--- config.mk ---
export PLATFORM = sky130hd
export DESIGN_NAME = cache_refill_unit
export DESIGN_NICKNAME = d
export VERILOG_FILES = /design/src/rtl/cache_pkg.sv /design/src/rtl/refill_victim_sel.sv /design/src/rtl/cache_refill_unit.sv
export SDC_FILE = /design/constraint.sdc
export NUM_CORES = 2
export LEC_CHECK = 0
export ABC_AREA = 1
export ABC_CLOCK_PERIOD_IN_PS = 4900
export BUFFER_PORTS_ARGS = -buffer_cell sky130_fd_sc_hd__buf_4
export CAP_MARGIN = 20
export CORE_ASPECT_RATIO = 1.2
export CORE_UTILIZATION = 33
export CTS_CLUSTER_SIZE = 10
export DETAILED_ROUTE_END_ITERATION = 10
export GPL_ROUTABILITY_DRIVEN = 0
export PLACE_DENSITY = 0.58
export SYNTH_ARGS = -nofsm -noshare
export SYNTH_HDL_FRONTEND = slang
export SYNTH_HIERARCHICAL = 1
export SYNTH_SLANG_ARGS = --single-unit
--- constraint.sdc ---
create_clock -name clk -period 4.9 [get_ports clk]
set_clock_uncertainty 0.2 [all_clocks]
set_input_delay 0.245 -clock clk [delete_from_list [all_inputs] [get_ports clk]]
set_output_delay 0.245 -clock clk [all_outputs]
set_load 0.005 [all_outputs]
--- src/rtl/cache_pkg.sv ---
// Shared cache definitions: geometry, refill FSM states, miss payload and
// address field extraction helpers.
package cache_pkg;

  localparam int unsigned ADDR_W     = 32;
  localparam int unsigned NUM_SETS   = 128;
  localparam int unsigned NUM_WAYS   = 4;
  localparam int unsigned LINE_BYTES = 64;
  localparam int unsigned BEAT_W     = 32;
  localparam int unsigned LINE_W     = LINE_BYTES * 8;
  localparam int unsigned BEATS      = LINE_W / BEAT_W;
  localparam int unsigned OFFSET_W   = $clog2(LINE_BYTES);
  localparam int unsigned INDEX_W    = $clog2(NUM_SETS);
  localparam int unsigned TAG_W      = ADDR_W - INDEX_W - OFFSET_W;
  localparam int unsigned WAY_W      = $clog2(NUM_WAYS);
  localparam int unsigned BEAT_CNT_W = $clog2(BEATS);

  typedef enum logic [2:0] {
    RF_IDLE,
    RF_REQ,
    RF_WAIT,
    RF_FILL,
    RF_REPLAY
  } refill_state_e;

  // Everything needed to replay the original access after the refill.
  typedef struct packed {
    logic [ADDR_W-1:0] pc;
    logic [ADDR_W-1:0] addr;
    logic              is_store;
    logic              store_byte;
    logic              from_lsq;
    logic [ADDR_W-1:0] store_data;
  } miss_req_t;

  function automatic logic [TAG_W-1:0] get_tag(input logic [ADDR_W-1:0] addr);
    return addr[ADDR_W-1 -: TAG_W];
  endfunction

  function automatic logic [INDEX_W-1:0] get_index(input logic [ADDR_W-1:0] addr);
    return addr[OFFSET_W +: INDEX_W];
  endfunction

  function automatic logic [OFFSET_W-1:0] get_offset(input logic [ADDR_W-1:0] addr);
    return addr[OFFSET_W-1:0];
  endfunction

endpackage

--- src/rtl/refill_victim_sel.sv ---
// Per-set round-robin victim pointer array.
//   rd_index_i  -> rd_way_c   : combinational read of the set's pointer
//   inc_i, inc_index_i        : advance that set's pointer (wraps mod NUM_WAYS)
//   rstn                      : synchronous, active-low; clears every pointer
module refill_victim_sel
  import cache_pkg::*;
(
  input  logic               clk,
  input  logic               rstn,
  input  logic [INDEX_W-1:0] rd_index_i,
  output logic [WAY_W-1:0]   rd_way_c,
  input  logic               inc_i,
  input  logic [INDEX_W-1:0] inc_index_i
);

  logic [WAY_W-1:0] ptr_q [NUM_SETS];

  // Pointer storage; natural WAY_W-bit overflow gives the wrap.
  always_ff @(posedge clk) begin
    if (!rstn) begin
      for (int unsigned s = 0; s < NUM_SETS; s++) begin
        ptr_q[s] <= '0;
      end
    end else if (inc_i) begin
      ptr_q[inc_index_i] <= ptr_q[inc_index_i] + WAY_W'(1);
    end
  end

  assign rd_way_c = ptr_q[rd_index_i];

endmodule

--- src/rtl/cache_refill_unit.sv ---
// Blocking miss handler: accepts one miss, reads the line as BEATS sequential
// beats, writes it into the cache with a round-robin victim, then replays the
// original request.
//   miss_*    : miss request from the cache pipeline (accepted in IDLE only)
//   mem_req_* : beat read request, valid/ready handshake
//   mem_rsp_* : beat data, consumed only while waiting for a beat
//   fill_*    : one-cycle line write; payload holds its value between fills
//   replay_*  : captured request returned to the pipeline, valid/ready
//   busy      : refill in progress
module cache_refill_unit
  import cache_pkg::*;
(
  input  logic                clk,
  input  logic                rstn,
  input  logic                miss_valid,
  output logic                miss_ready,
  input  logic [ADDR_W-1:0]   miss_pc,
  input  logic [ADDR_W-1:0]   miss_addr,
  input  logic                miss_is_store,
  input  logic                miss_store_byte,
  input  logic                miss_from_lsq,
  input  logic [ADDR_W-1:0]   miss_store_data,
  output logic                mem_req_valid,
  input  logic                mem_req_ready,
  output logic [ADDR_W-1:0]   mem_req_addr,
  input  logic                mem_rsp_valid,
  input  logic [BEAT_W-1:0]   mem_rsp_data,
  output logic                fill_valid,
  output logic [INDEX_W-1:0]  fill_index,
  output logic [TAG_W-1:0]    fill_tag,
  output logic [WAY_W-1:0]    fill_way,
  output logic [LINE_W-1:0]   fill_data,
  output logic                replay_valid,
  input  logic                replay_ready,
  output logic [ADDR_W-1:0]   replay_pc,
  output logic [ADDR_W-1:0]   replay_addr,
  output logic [ADDR_W-1:0]   replay_store_data,
  output logic                replay_is_store,
  output logic                replay_store_byte,
  output logic                replay_from_lsq,
  output logic                busy
);

  localparam int unsigned WORD_LSB_W = OFFSET_W - BEAT_CNT_W;

  refill_state_e         state_q, state_d;
  logic [BEAT_CNT_W-1:0] beat_q, beat_d;
  logic [LINE_W-1:0]     line_q, line_d;
  miss_req_t             req_q, req_d;
  logic                  fill_load;
  logic                  victim_inc;
  logic [WAY_W-1:0]      victim_way;
  logic [INDEX_W-1:0]    cur_index;

  logic                  miss_ready_q;
  logic                  mem_req_valid_q;
  logic [ADDR_W-1:0]     mem_req_addr_q;
  logic                  fill_valid_q;
  logic [INDEX_W-1:0]    fill_index_q;
  logic [TAG_W-1:0]      fill_tag_q;
  logic [WAY_W-1:0]      fill_way_q;
  logic [LINE_W-1:0]     fill_data_q;
  logic                  replay_valid_q;
  logic                  busy_q;

  assign cur_index = get_index(req_q.addr);

  refill_victim_sel u_victim_sel (
    .clk         (clk),
    .rstn        (rstn),
    .rd_index_i  (cur_index),
    .rd_way_c    (victim_way),
    .inc_i       (victim_inc),
    .inc_index_i (cur_index)
  );

  // Next-state, beat assembly and capture.
  always_comb begin
    state_d    = state_q;
    beat_d     = beat_q;
    line_d     = line_q;
    req_d      = req_q;
    victim_inc = 1'b0;
    fill_load  = 1'b0;
    unique case (state_q)
      RF_IDLE: begin
        if (miss_valid) begin
          req_d.pc         = miss_pc;
          req_d.addr       = miss_addr;
          req_d.is_store   = miss_is_store;
          req_d.store_byte = miss_store_byte;
          req_d.from_lsq   = miss_from_lsq;
          req_d.store_data = miss_store_data;
          beat_d           = '0;
          state_d          = RF_REQ;
        end
      end
      RF_REQ: begin
        // mem_req_valid is high for the whole of REQ
        if (mem_req_ready) begin
          state_d = RF_WAIT;
        end
      end
      RF_WAIT: begin
        if (mem_rsp_valid) begin
          for (int unsigned b = 0; b < BEATS; b++) begin
            if (beat_q == BEAT_CNT_W'(b)) begin
              line_d[b*BEAT_W +: BEAT_W] = mem_rsp_data;
            end
          end
          if (beat_q == BEAT_CNT_W'(BEATS - 1)) begin
            fill_load = 1'b1;
            state_d   = RF_FILL;
          end else begin
            beat_d  = beat_q + BEAT_CNT_W'(1);
            state_d = RF_REQ;
          end
        end
      end
      RF_FILL: begin
        victim_inc = 1'b1;
        state_d    = RF_REPLAY;
      end
      RF_REPLAY: begin
        if (replay_ready) begin
          state_d = RF_IDLE;
        end
      end
      default: state_d = RF_IDLE;
    endcase
  end

  // State and registered outputs; outputs are decoded from next state so they
  // line up with the state they describe.
  always_ff @(posedge clk) begin
    if (!rstn) begin
      state_q         <= RF_IDLE;
      beat_q          <= '0;
      line_q          <= '0;
      req_q           <= '0;
      miss_ready_q    <= 1'b1;
      mem_req_valid_q <= 1'b0;
      mem_req_addr_q  <= '0;
      fill_valid_q    <= 1'b0;
      fill_index_q    <= '0;
      fill_tag_q      <= '0;
      fill_way_q      <= '0;
      fill_data_q     <= '0;
      replay_valid_q  <= 1'b0;
      busy_q          <= 1'b0;
    end else begin
      state_q         <= state_d;
      beat_q          <= beat_d;
      line_q          <= line_d;
      req_q           <= req_d;
      miss_ready_q    <= (state_d == RF_IDLE);
      mem_req_valid_q <= (state_d == RF_REQ);
      mem_req_addr_q  <= {req_d.addr[ADDR_W-1:OFFSET_W], beat_d, WORD_LSB_W'(0)};
      fill_valid_q    <= fill_load;
      replay_valid_q  <= (state_d == RF_REPLAY);
      busy_q          <= (state_d != RF_IDLE);
      // Victim is read before this set's pointer advances in FILL.
      if (fill_load) begin
        fill_index_q <= cur_index;
        fill_tag_q   <= get_tag(req_q.addr);
        fill_way_q   <= victim_way;
        fill_data_q  <= line_d;
      end
    end
  end

  assign miss_ready        = miss_ready_q;
  assign mem_req_valid     = mem_req_valid_q;
  assign mem_req_addr      = mem_req_addr_q;
  assign fill_valid        = fill_valid_q;
  assign fill_index        = fill_index_q;
  assign fill_tag          = fill_tag_q;
  assign fill_way          = fill_way_q;
  assign fill_data         = fill_data_q;
  assign replay_valid      = replay_valid_q;
  assign replay_pc         = req_q.pc;
  assign replay_addr       = req_q.addr;
  assign replay_store_data = req_q.store_data;
  assign replay_is_store   = req_q.is_store;
  assign replay_store_byte = req_q.store_byte;
  assign replay_from_lsq   = req_q.from_lsq;
  assign busy              = busy_q;

endmodule

==> flow_metrics.env <==
export IMPL_slew_headroom_pct=27.07
export IMPL_r2r_start="replay_addr[8]"
export IMPL_tightest_slew_ps=1093
export IMPL_ios=813
export IMPL_synth_area_leaders="dfxtp_1 38%, edfxtp_1 13%, nor2_1 10%"
export IMPL_post_route_drc_count=0
export IMPL_synth_mux_area_share_pct=0
export IMPL_floorplan_die_area_um2=183000
export IMPL_ys_flop_type="dfxtp_1"
export IMPL_synth_compound_area_share_pct=11.49
export IMPL_synth_edf_count=256
export IMPL_finalSetupViolCount=0
export IMPL_ctsResizeCount=0
export IMPL_grt_usage_pct=24.46
export IMPL_antenna_found_initial=23
export IMPL_viasPerCell=5.059
export IMPL_wl_um=232500
export IMPL_worstPathArrival_ps=4020
export IMPL_rows=170
export IMPL_rsz0062_at_grt="false"
export IMPL_htree_levels=4
export IMPL_synth_distinct_cells=34
export IMPL_hold_depth=4
export IMPL_post_dp_hpwl_um=145700
export IMPL_fmax_mhz=278.7
export IMPL_synth_area_per_cell_um2=7.274
export IMPL_hold_path_class="input pin to register"
export IMPL_cp_endpoint="u_victim_sel/ptr_q[84][1]"
export IMPL_synth_xor_area_share_pct=0
export IMPL_cts_root_buffer="clkbuf_16"
export IMPL_rrSetupSlack_ps=1310
export IMPL_final_antenna_net_count=0
export IMPL_drive_gt1_share_pct=12.97
export IMPL_crit_start="replay_addr[8]"
export IMPL_clockPowerShare_pct=43.8
export IMPL_power_switching_mw=6.717
export IMPL_required_ps=5330
export IMPL_cts_num_sinks=1387
export IMPL_synth_top_cell_area_share_pct=37.86
export IMPL_first_pass_iters=6
export IMPL_ys_ff_latch=1387
export IMPL_drt_iter0_drc=5632
export IMPL_grt_pass1_vias=52424
export IMPL_port_buffers=810
export IMPL_p_int_mw=18.78
export IMPL_grt_max_degree=187
export IMPL_core_um2=179500
export IMPL_cts_inserted_buffers=162
export IMPL_reg2regPathDepth=17
export IMPL_vias=57325
export IMPL_pwr_share_comb_pct=9.4
export IMPL_clockBufferDepth=3
export IMPL_grt_pass1_wl_um=338000
export IMPL_chipHeight_um=468.4
export IMPL_synthSimpleGateAreaFrac_pct=28.05
export IMPL_cts_tree="done"
export IMPL_switching_share_pct=26.34
export IMPL_timing_hold_ws_ps=45.59
export IMPL_status="completed"
export IMPL_critPathCaptureType="register"
export IMPL_worstSkewPairLatency_ps=810
export IMPL_syn_area_um2=59810
export IMPL_total_leakage_power_nw=32.95
export IMPL_maxCapViolCount=0
export IMPL_peakVddDrop_uv=332.1
export IMPL_seqPwrFrac_pct=46.8
export IMPL_cts_setup_buffers=0
export IMPL_wl_per_cell_um=20.51
export IMPL_syn2layout_area_growth_pct=23.58
export IMPL_fp_dieW_um=390.6
export IMPL_cts_clk_slew_worst_paths_ps=50
export IMPL_synthAdderAreaFrac_pct=0.08368
export IMPL_path_class="register to register"
export IMPL_power_density_nw_per_um2=345.0
export IMPL_synthArstFlopShare_pct=0
export IMPL_layout_min_cycle_time_ps=3588
export IMPL_nets=9003
export IMPL_synth_top_area_cell="dfxtp_1"
export IMPL_ys_warn_count=6
export IMPL_finalSetupTns_ps=0
export IMPL_initial_utilization_pct=33.32
export IMPL_synth_top_family_by_area="simple AND/OR/NAND/NOR gates"
export IMPL_yosysSeqAreaShare_pct=50.71
export IMPL_synth_cells=8222
export IMPL_timing_rr_end="u_victim_sel/ptr_q[84][1]"
export IMPL_slew_viol_final=0
export IMPL_period_share_pct=73.22
export IMPL_finalHoldViolCount=0
export IMPL_critPathMaxFanout=33
export IMPL_worstSetupStartpointType="register"
export IMPL_grt_overflow=0
power groups by stage:
stage / clock (mW) / combinational [mW] / sequential [mW]
final: 11.2 / 2.39 / 11.9
after CTS: 11.4 / 2.36 / 11.9
after global placement: 0 / 2.20 / 12.2
after detailed placement: 0 / 2.21 / 12.2
after global routing: 11.9 / 2.56 / 11.9
after floorplan: 0 / 1.27 / 12.1
synth_stat cells, types with 2 or more instances:
master and count:
buf_4 111, nor2_4 4, nand3_2 2, o21ai_1 199
o22ai_1 24, buf_6 5, nor2_1 1644, buf_2 179
nor3_1 7, ha_1 4, inv_1 692, dfxtp_1 1131
nand2_2 5, a21oi_1 490, nand2_1 1519, inv_2 10
o21ai_0 642, and2_1 65, buf_1 25, nand2_4 2
nor2_2 8, or2_2 5, edfxtp_1 256, clkbuf_1 333
o211ai_1 8, nand3b_1 2, nand4_1 5, nand3_1 839
registers in the layout, summed over array words and instances (netlist names), 3 cells and up:
signal,cells
beat_q,3
fill_data,512
fill_index,7
fill_tag,19
line_q,480
replay_addr,32
replay_pc,32
replay_store_data,32
state_q,3
u_victim_sel/ptr_q,256
critical path: stages, from the launching register on:
cell	delay (ps)
dfxtp_2	330
buf_4	340
buf_4	460
nor2_2	230
nand3_1	120
nand2_1	50
nor2_1	100
nor2_1	50
nor2_1	190
nand2_1	90
nand2_1	80
nand2_1	50
nor2_1	220
nand2_4	70
nand2_1	110
nand2_4	280
buf_12	290
nor2_1	110
stage by stage:
| step | area [um2] | worst slack, ps | std cells | total power [mW] | util (%) |
|---|---|---|---|---|---|
| 2_1_floorplan | 59810 | 2366 | 8223 | 13.36 | - |
| 3_3_place_gp | 66960 | 1293 | 10884 | 14.36 | 37.30 |
| 3_5_place_dp | 67020 | 1413 | 10889 | 14.38 | 37.33 |
| 4_1_cts | 73900 | 1396 | 11328 | 25.72 | 41.17 |
| 5_1_grt | 73910 | 1033 | 11329 | 26.39 | 41.17 |
| 6_report | 73910 | 1312 | 11332 | 25.50 | 41.17 |
how the worst min path moves through the flow:
stage | startpoint | endpoint
2_1_floorplan | miss_addr[0] | replay_addr[0]
3_3_place_gp | fill_data[496] | fill_data[496]
3_5_place_dp | fill_data[501] | fill_data[501]
4_1_cts | miss_store_data[20] | replay_store_data[20]
5_1_grt | miss_pc[12] | replay_pc[12]
6_report | miss_pc[12] | replay_pc[12]
layer usage:
layer	part of all wire, %	up-vias	global-route usage [%]	wire length, um
met4	3.5	6	8.907	8210
met2	45	2511	38.59	103700
met5	0.019	-	0	45
li1	-	27428	-	-
met1	43	26966	32.34	99070
met3	9.2	414	5.910	21450
layout make-up:
class | instances | area, um2
antenna | 4 | 10.01
clock buffer | 198 | 4272
clock inverter | 24 | 444.2
fill | 18283 | 105600
inverter | 704 | 2661
multi-input combinational | 5478 | 23770
sequential | 1387 | 30340
tap | 2408 | 3013
timing repair buffer | 1129 | 9409
cell usage in the layout (no fill, tap or decap), types with 4 or more instances in the layout:
cell           netlist  layout
ha_1                 4       4
inv_6                0       4
nand2_2              5       6
nor2_1            1644    1638
buf_12               0      30
clkbuf_1           333      30
nor2_4               4       6
o22ai_1             24      24
clkinv_2             0       4
o211ai_1             8       8
nand2_1           1519    1516
nand2_4              2       4
inv_2               10      10
clkbuf_8             0       4
dfxtp_1           1131    1128
o21ai_0            642     642
nor2_2               8      12
nand3_1            839     838
o21ai_1            199     199
diode_2              0       4
edfxtp_1           256     256
inv_1              692     689
clkinv_16            0       8
a21oi_1            490     490
or2_2                5       5
nand4_1              5       5
buf_4              111     880
nor3_1               7       7
clkbuf_16            0     164
and2_1              65      65
dlygate4sd3_1        0     217
cell families (layout without fill, tap and decap cells):
family / after synthesis / count (layout)
and+or+nand+nor: 4109 / 4109
buffers and inverters: 1358 / 2055
other: 1 / 6
AOI/OAI and AO/OA: 1363 / 1363
DFF: 1387 / 1387
adders and majority gates: 4 / 4
timing repair:
| item | 4_1_cts | 5_1_grt |
|---|---|---|
| hold buffers | 217 | 0 |
| hold endpoints to repair | 1128 | 0 |
| endpoints found under the setup margin | 0 | 0 |
Power figures use the tool's default switching activity.
